===== src/rtl/pe_array_sched.sv =====
// PE-array layer sequencer: mode broadcast, filter load, then throttled ifmap rounds with conv_done sync.
// Latency: start -> first filter acceptance 2 cycles; optional WAIT_DONE watchdog under PE_SCHED_TIMEOUT_EN.
// Backpressure: filter ready follows valid in LOAD; ifmap ready is withheld while the target PE is full.
module pe_array_sched #(
    parameter int NUM_PE         = 24,
    parameter int IDX_W          = 5,
    parameter int CNT_W          = 10,
    parameter int TIMEOUT_CYCLES = 4096
) (
    input  logic              clk,
    input  logic              rst,
    input  logic              start,
    input  logic [1:0]        mode_cfg,
    input  logic [CNT_W-1:0]  num_filt_pkts,
    input  logic [CNT_W-1:0]  num_if_pkts,
    input  logic [CNT_W-1:0]  num_rounds,
    input  logic              fbuf_valid,
    output logic              fbuf_ready,
    input  logic              ibuf_valid,
    input  logic [IDX_W-1:0]  ibuf_idx,
    output logic              ibuf_ready,
    input  logic [NUM_PE-1:0] pe_full,
    input  logic [NUM_PE-1:0] pe_conv_done,
    input  logic [NUM_PE-1:0] pe_error,
    output logic [1:0]        mode_out,
    output logic              change_mode,
    output logic [1:0]        op_stage,
    output logic              filt_pkt_valid,
    output logic              if_pkt_valid,
    output logic              conv_continue,
    output logic              busy,
    output logic              done,
    output logic              err
);

    typedef enum logic [2:0] {
        S_IDLE, S_CFG, S_LOAD, S_CONV, S_WAIT, S_NEXT, S_ERR
    } state_t;

    state_t           state_q;
    logic [1:0]       mode_q;
    logic [CNT_W-1:0] nf_q, ni_q, nr_q;
    logic [CNT_W-1:0] filt_cnt_q, if_cnt_q, round_cnt_q;
    logic             arm_q, chg_q, cont_q, done_q, err_q;
    logic             tgt_full, any_err;

`ifdef PE_SCHED_TIMEOUT_EN
    localparam int WD_W = $clog2(TIMEOUT_CYCLES);
    logic [WD_W-1:0] wd_q;
`else
    logic [31:0] unused_timeout;
    assign unused_timeout = 32'(TIMEOUT_CYCLES);
`endif

    // Indices beyond the array never match, so they are treated as not full.
    always_comb begin
        tgt_full = 1'b0;
        for (int i = 0; i < NUM_PE; i++) begin
            if (ibuf_idx == IDX_W'(i)) tgt_full = pe_full[i];
        end
    end

    assign any_err        = |pe_error;
    assign fbuf_ready     = (state_q == S_LOAD) & fbuf_valid;
    assign ibuf_ready     = (state_q == S_CONV) & ibuf_valid & ~tgt_full;
    assign filt_pkt_valid = fbuf_ready;
    assign if_pkt_valid   = ibuf_ready;
    assign busy           = (state_q != S_IDLE);
    assign mode_out       = mode_q;
    assign change_mode    = chg_q;
    assign conv_continue  = cont_q;
    assign done           = done_q;
    assign err            = err_q;

    always_comb begin
        case (state_q)
            S_LOAD:                 op_stage = 2'd1;
            S_CONV, S_WAIT, S_NEXT: op_stage = 2'd2;
            default:                op_stage = 2'd0;
        endcase
    end

    always_ff @(posedge clk) begin
        if (rst) begin
            state_q     <= S_IDLE;
            mode_q      <= 2'd0;
            nf_q        <= '0;
            ni_q        <= '0;
            nr_q        <= '0;
            filt_cnt_q  <= '0;
            if_cnt_q    <= '0;
            round_cnt_q <= '0;
            arm_q       <= 1'b0;
            chg_q       <= 1'b0;
            cont_q      <= 1'b0;
            done_q      <= 1'b0;
            err_q       <= 1'b0;
`ifdef PE_SCHED_TIMEOUT_EN
            wd_q        <= '0;
`endif
        end else begin
            chg_q  <= 1'b0;
            cont_q <= 1'b0;
            done_q <= 1'b0;
            case (state_q)
                S_IDLE: begin
                    if (start) begin
                        mode_q      <= mode_cfg;
                        nf_q        <= num_filt_pkts;
                        ni_q        <= num_if_pkts;
                        nr_q        <= num_rounds;
                        filt_cnt_q  <= '0;
                        if_cnt_q    <= '0;
                        round_cnt_q <= '0;
                        chg_q       <= 1'b1;
                        state_q     <= S_CFG;
                    end
                end
                S_CFG: state_q <= S_LOAD;
                S_LOAD: begin
                    if (any_err) begin
                        err_q   <= 1'b1;
                        state_q <= S_ERR;
                    end else if (fbuf_ready) begin
                        if (filt_cnt_q == nf_q - CNT_W'(1)) begin
                            filt_cnt_q <= '0;
                            state_q    <= S_CONV;
                        end else begin
                            filt_cnt_q <= filt_cnt_q + CNT_W'(1);
                        end
                    end
                end
                S_CONV: begin
                    if (any_err) begin
                        err_q   <= 1'b1;
                        state_q <= S_ERR;
                    end else if (ibuf_ready) begin
                        if (if_cnt_q == ni_q - CNT_W'(1)) begin
                            arm_q   <= 1'b0;
`ifdef PE_SCHED_TIMEOUT_EN
                            wd_q    <= '0;
`endif
                            state_q <= S_WAIT;
                        end else begin
                            if_cnt_q <= if_cnt_q + CNT_W'(1);
                        end
                    end
                end
                S_WAIT: begin
                    // arm_q hides conv_done still asserted from the previous round.
                    arm_q <= 1'b1;
                    if (any_err) begin
                        err_q   <= 1'b1;
                        state_q <= S_ERR;
                    end else if (arm_q && (&pe_conv_done)) begin
                        round_cnt_q <= round_cnt_q + CNT_W'(1);
                        if (round_cnt_q + CNT_W'(1) == nr_q) begin
                            done_q  <= 1'b1;
                            state_q <= S_IDLE;
                        end else begin
                            cont_q  <= 1'b1;
                            state_q <= S_NEXT;
                        end
                    end
`ifdef PE_SCHED_TIMEOUT_EN
                    else if (wd_q == WD_W'(TIMEOUT_CYCLES - 1)) begin
                        err_q   <= 1'b1;
                        state_q <= S_ERR;
                    end else begin
                        wd_q <= wd_q + WD_W'(1);
                    end
`endif
                end
                S_NEXT: begin
                    if (any_err) begin
                        err_q   <= 1'b1;
                        state_q <= S_ERR;
                    end else begin
                        if_cnt_q <= '0;
                        state_q  <= S_CONV;
                    end
                end
                S_ERR:   state_q <= S_ERR;
                default: state_q <= S_IDLE;
            endcase
        end
    end

endmodule

===== config.mk =====
export PLATFORM = sky130hd
export DESIGN_NAME = pe_array_sched
export DESIGN_NICKNAME = d
export VERILOG_FILES = /design/src/rtl/pe_array_sched.sv
export SDC_FILE = /design/constraint.sdc
export NUM_CORES = 1
export LEC_CHECK = 0
export ABC_AREA = 1
export BUFFER_PORTS_ARGS = -buffer_cell sky130_fd_sc_hd__buf_2
export CAP_MARGIN = 5
export CORE_MARGIN = 3
export CORE_UTILIZATION = 52
export CTS_CLUSTER_SIZE = 16
export DETAILED_ROUTE_END_ITERATION = 12
export PLACE_DENSITY_LB_ADDON = 0.2
export SYNTH_ARGS = -nofsm -noshare
export SYNTH_HDL_FRONTEND = slang
export SYNTH_SLANG_ARGS = --single-unit

===== constraint.sdc =====
create_clock -name clk -period 2.7 [get_ports clk]
set_clock_uncertainty 0.2 [all_clocks]
set_input_delay 0.135 -clock clk [delete_from_list [all_inputs] [get_ports clk]]
set_output_delay 0.135 -clock clk [all_outputs]
set_load 0.02 [all_outputs]

==> results.toml <==
[outcome]
status = "finished clean"

[timing]
setup_tns_ns = 0
fmax_mhz = 392
slew_headroom_pct = 63.1
hold_violations = 0
rsz0062_at_grt = "yes"
period_minus_slack_ns = 2.55
setup-violations-final = 0
tightest_slew_ns = 0.550
drv_slew = 0
post-route-period-util_pct = 94.4

[detailed_routing]
drc = 0
wirelength_microns = 12500
firstDrtPassIters = 5
ant_nets = 0
vias = 4757
viasPerCell = 5.30
routedWlPerCell_microns = 13.9
drtIter0Drc = 130

[finish]
final_nets = 910
stdcell_count = 898
syn2layout_area_growth_pct = 33.4
register_area_sq_mm = 0.00141
post-route-util_pct = 72.8
multi_input_area_sq_mm = 0.00261
drive_gt1_share_pct = 25.4
antennaDiodeCount = 0
fill_cells = 627

[yosys]
ys_top_cells_by_count = "nor2_1, nand2_1, dfxtp_1"
synth.most_common_cell = "nor2_1"
synthCells = 621
ys.flop_type = "dfxtp_1"
async_flop_share_pct = 0
seq_area_frac_synth_pct = 32.6
yosysUniqueCellTypes = 46
yosys.area.top_type = "dfxtp_1"
yosys_warnings = 0
synthTopCellsByArea = "dfxtp_1, xor2_1, nor2_1"
syn_nets = 740
yosysTopAreaCellShare_pct = 32.6
avgSynthCellArea_sq_um = 6.93
synth_edf_count = 0
synthesis.area_sq_mm = 0.00430
synth-seq-cells = 70

[critical_path]
cp_common_cell = "nor2_1"
startpoint_type = "flop"
worstPathArrival_ns = 2.60
end_kind = "flop"
worstSetupPathType = "flop to flop"
rr_worst_depth = 12
crit_fanout = 10
crit_chain = "inv_1 > ha_1 > xnor2_1 > xor2_1 > nor4_2 > nand4_1 > o22ai_2 > a21oi_4 > nand2_4 > clkinv_2 > nor2_1 > nor2_1"
critPathMaxStageDelay_ns = 0.36
required_ns = 2.75
cp_slowest_cell = "dfxtp_1"

[floorplan]
start_util_pct = 54.6
rows = 32
dieArea_sq_mm = 0.00941
coreArea_sq_mm = 0.00789
pin_count = 127
die_h_microns = 97.0
die_x_microns = 97.0

[global_routing]
grt_max_degree = 31
gr-total-overflow = 0
antenna_found_initial = 0
grt_pass1_vias = 4740
track_usage_pct = 26.1
grt_pass1_wl_microns = 20700

[place]
dp_cells = 840
gp_congestion = 0.893
hpwl_microns = 8840
port_buffers = 126

[clocking]
cts_buffers = 9
clock_path_buffers = 2
h-tree-depth = 3
cts-root-buf = "clkbuf_8"
clk_pin_slew_ns = 0.08
cts_tree = "built"
clock_sinks = 70
clk_latency_ns = 0.36

[power_and_ir_drop]
peakVddDrop_mv = 0.638
power_density_mw_per_mm2 = 779
p_leak_nw = 2.50

[run]
max_cap_viol_count = 0

[hold_path]
worstHoldPathType = "input pin to flop"
worstHoldPathCells = 3
## stage by stage
| stage | hold slack (ns) | power (mW) | area [sq um] | worst slack, ns |
|---|---|---|---|---|
| after floorplan | 0.0699 | 2.82 | 4300 | 0.272 |
| after global placement | 0.157 | 3.24 | 5050 | 0.150 |
| after detailed placement | 0.162 | 3.31 | 5050 | -0.0496 |
| after CTS | 0.0445 | 4.36 | 5630 | 0.0527 |
| after global routing | 0.0729 | 4.81 | 5740 | -0.0392 |
| final | 0.0501 | 4.47 | 5740 | 0.151 |
## path summary, 6_finish.rpt
kind | from | end | slack, ns
min reg2reg | arm_q | arm_q | 0.27
max | ni_q[0] | if_cnt_q[0] | 0.15
min | rst | round_cnt_q[3] | 0.05
max reg2reg | ni_q[0] | if_cnt_q[0] | 0.15
## cells by family after synthesis
| logic type | synth area share (%) |
|---|---|
| compound gates | 13.4 |
| simple gates | 32.4 |
| flops | 32.6 |
| buf+inv | 8.14 |
| xor+xnor | 12.0 |
| fa+ha+maj | 1.45 |
## critical path, delay by kind of cell (launching register included)
family	cells	cell delay, ns
XOR/XNOR	2	0.30
buffers and inverters	2	0.17
AND/OR/NAND/NOR	5	0.87
adder cells (fa/ha/maj)	1	0.25
flip-flops	1	0.36
AO/OA/AOI/OAI	2	0.29
## layer usage
layer  global-route usage [%]  share of wire [%]  vias up
met1                     30.7                 41     2155
met5                        0                  0        -
li1                         -                  -     2419
met4                     8.21                2.2        0
met3                     6.06                5.3       32
met2                     46.7                 52      151
## cell type report
cell class / count / area share, %
multi-input combinational: 461 / 45.5
clock buffer: 9 / 2.16
timing repair buffer: 177 / 19.0
clock inverter: 7 / 1.83
sequential: 70 / 24.5
tap: 102 / 2.22
inverter: 72 / 4.73
## power breakdown
part | switching, mW | total [mW] | internal [mW]
Clock | 0.446 | 0.981 | 0.534
Combinational | 1.23 | 2.06 | 0.836
Sequential | 0.170 | 1.43 | 1.26
## sequential cells by signal, summed over array words and instances, names as in the netlist
name	count
nf_q	10
round_cnt_q	10
nr_q	10
ni_q	10
state_q	3
if_cnt_q	10
arm_q	1
mode_out	2
conv_continue	1
done	1
err	1
filt_cnt_q	10
change_mode	1
## placed cells by master, fill, tap and decap left out, drive strengths merged, types with 3 or more instances in the layout
cell type / netlist / routed
nand2: 85 / 85
or2: 8 / 8
clkinv: 2 / 3
ha: 5 / 5
and2: 3 / 3
nor2: 95 / 95
dfxtp: 70 / 70
nand3: 36 / 36
nand4: 32 / 32
clkbuf: 14 / 9
dlygate4sd3: 0 / 32
inv: 70 / 73
a21oi: 48 / 48
nor4: 14 / 14
xnor2: 16 / 16
nor3: 14 / 14
xor2: 43 / 43
nor3b: 3 / 3
o21ai: 38 / 38
buf: 4 / 145
a22oi: 6 / 6
## what timing repair did
action / in CTS / in global routing
hold buffers: 32 / 0
endpoints found under the setup margin: 1 / 22
buffers inserted: 3 / 7
endpoints found under the hold margin: 32 / 0
pin swaps: 1 / 10
resized for setup: 1 / 16
Power figures use the tool's default switching activity.
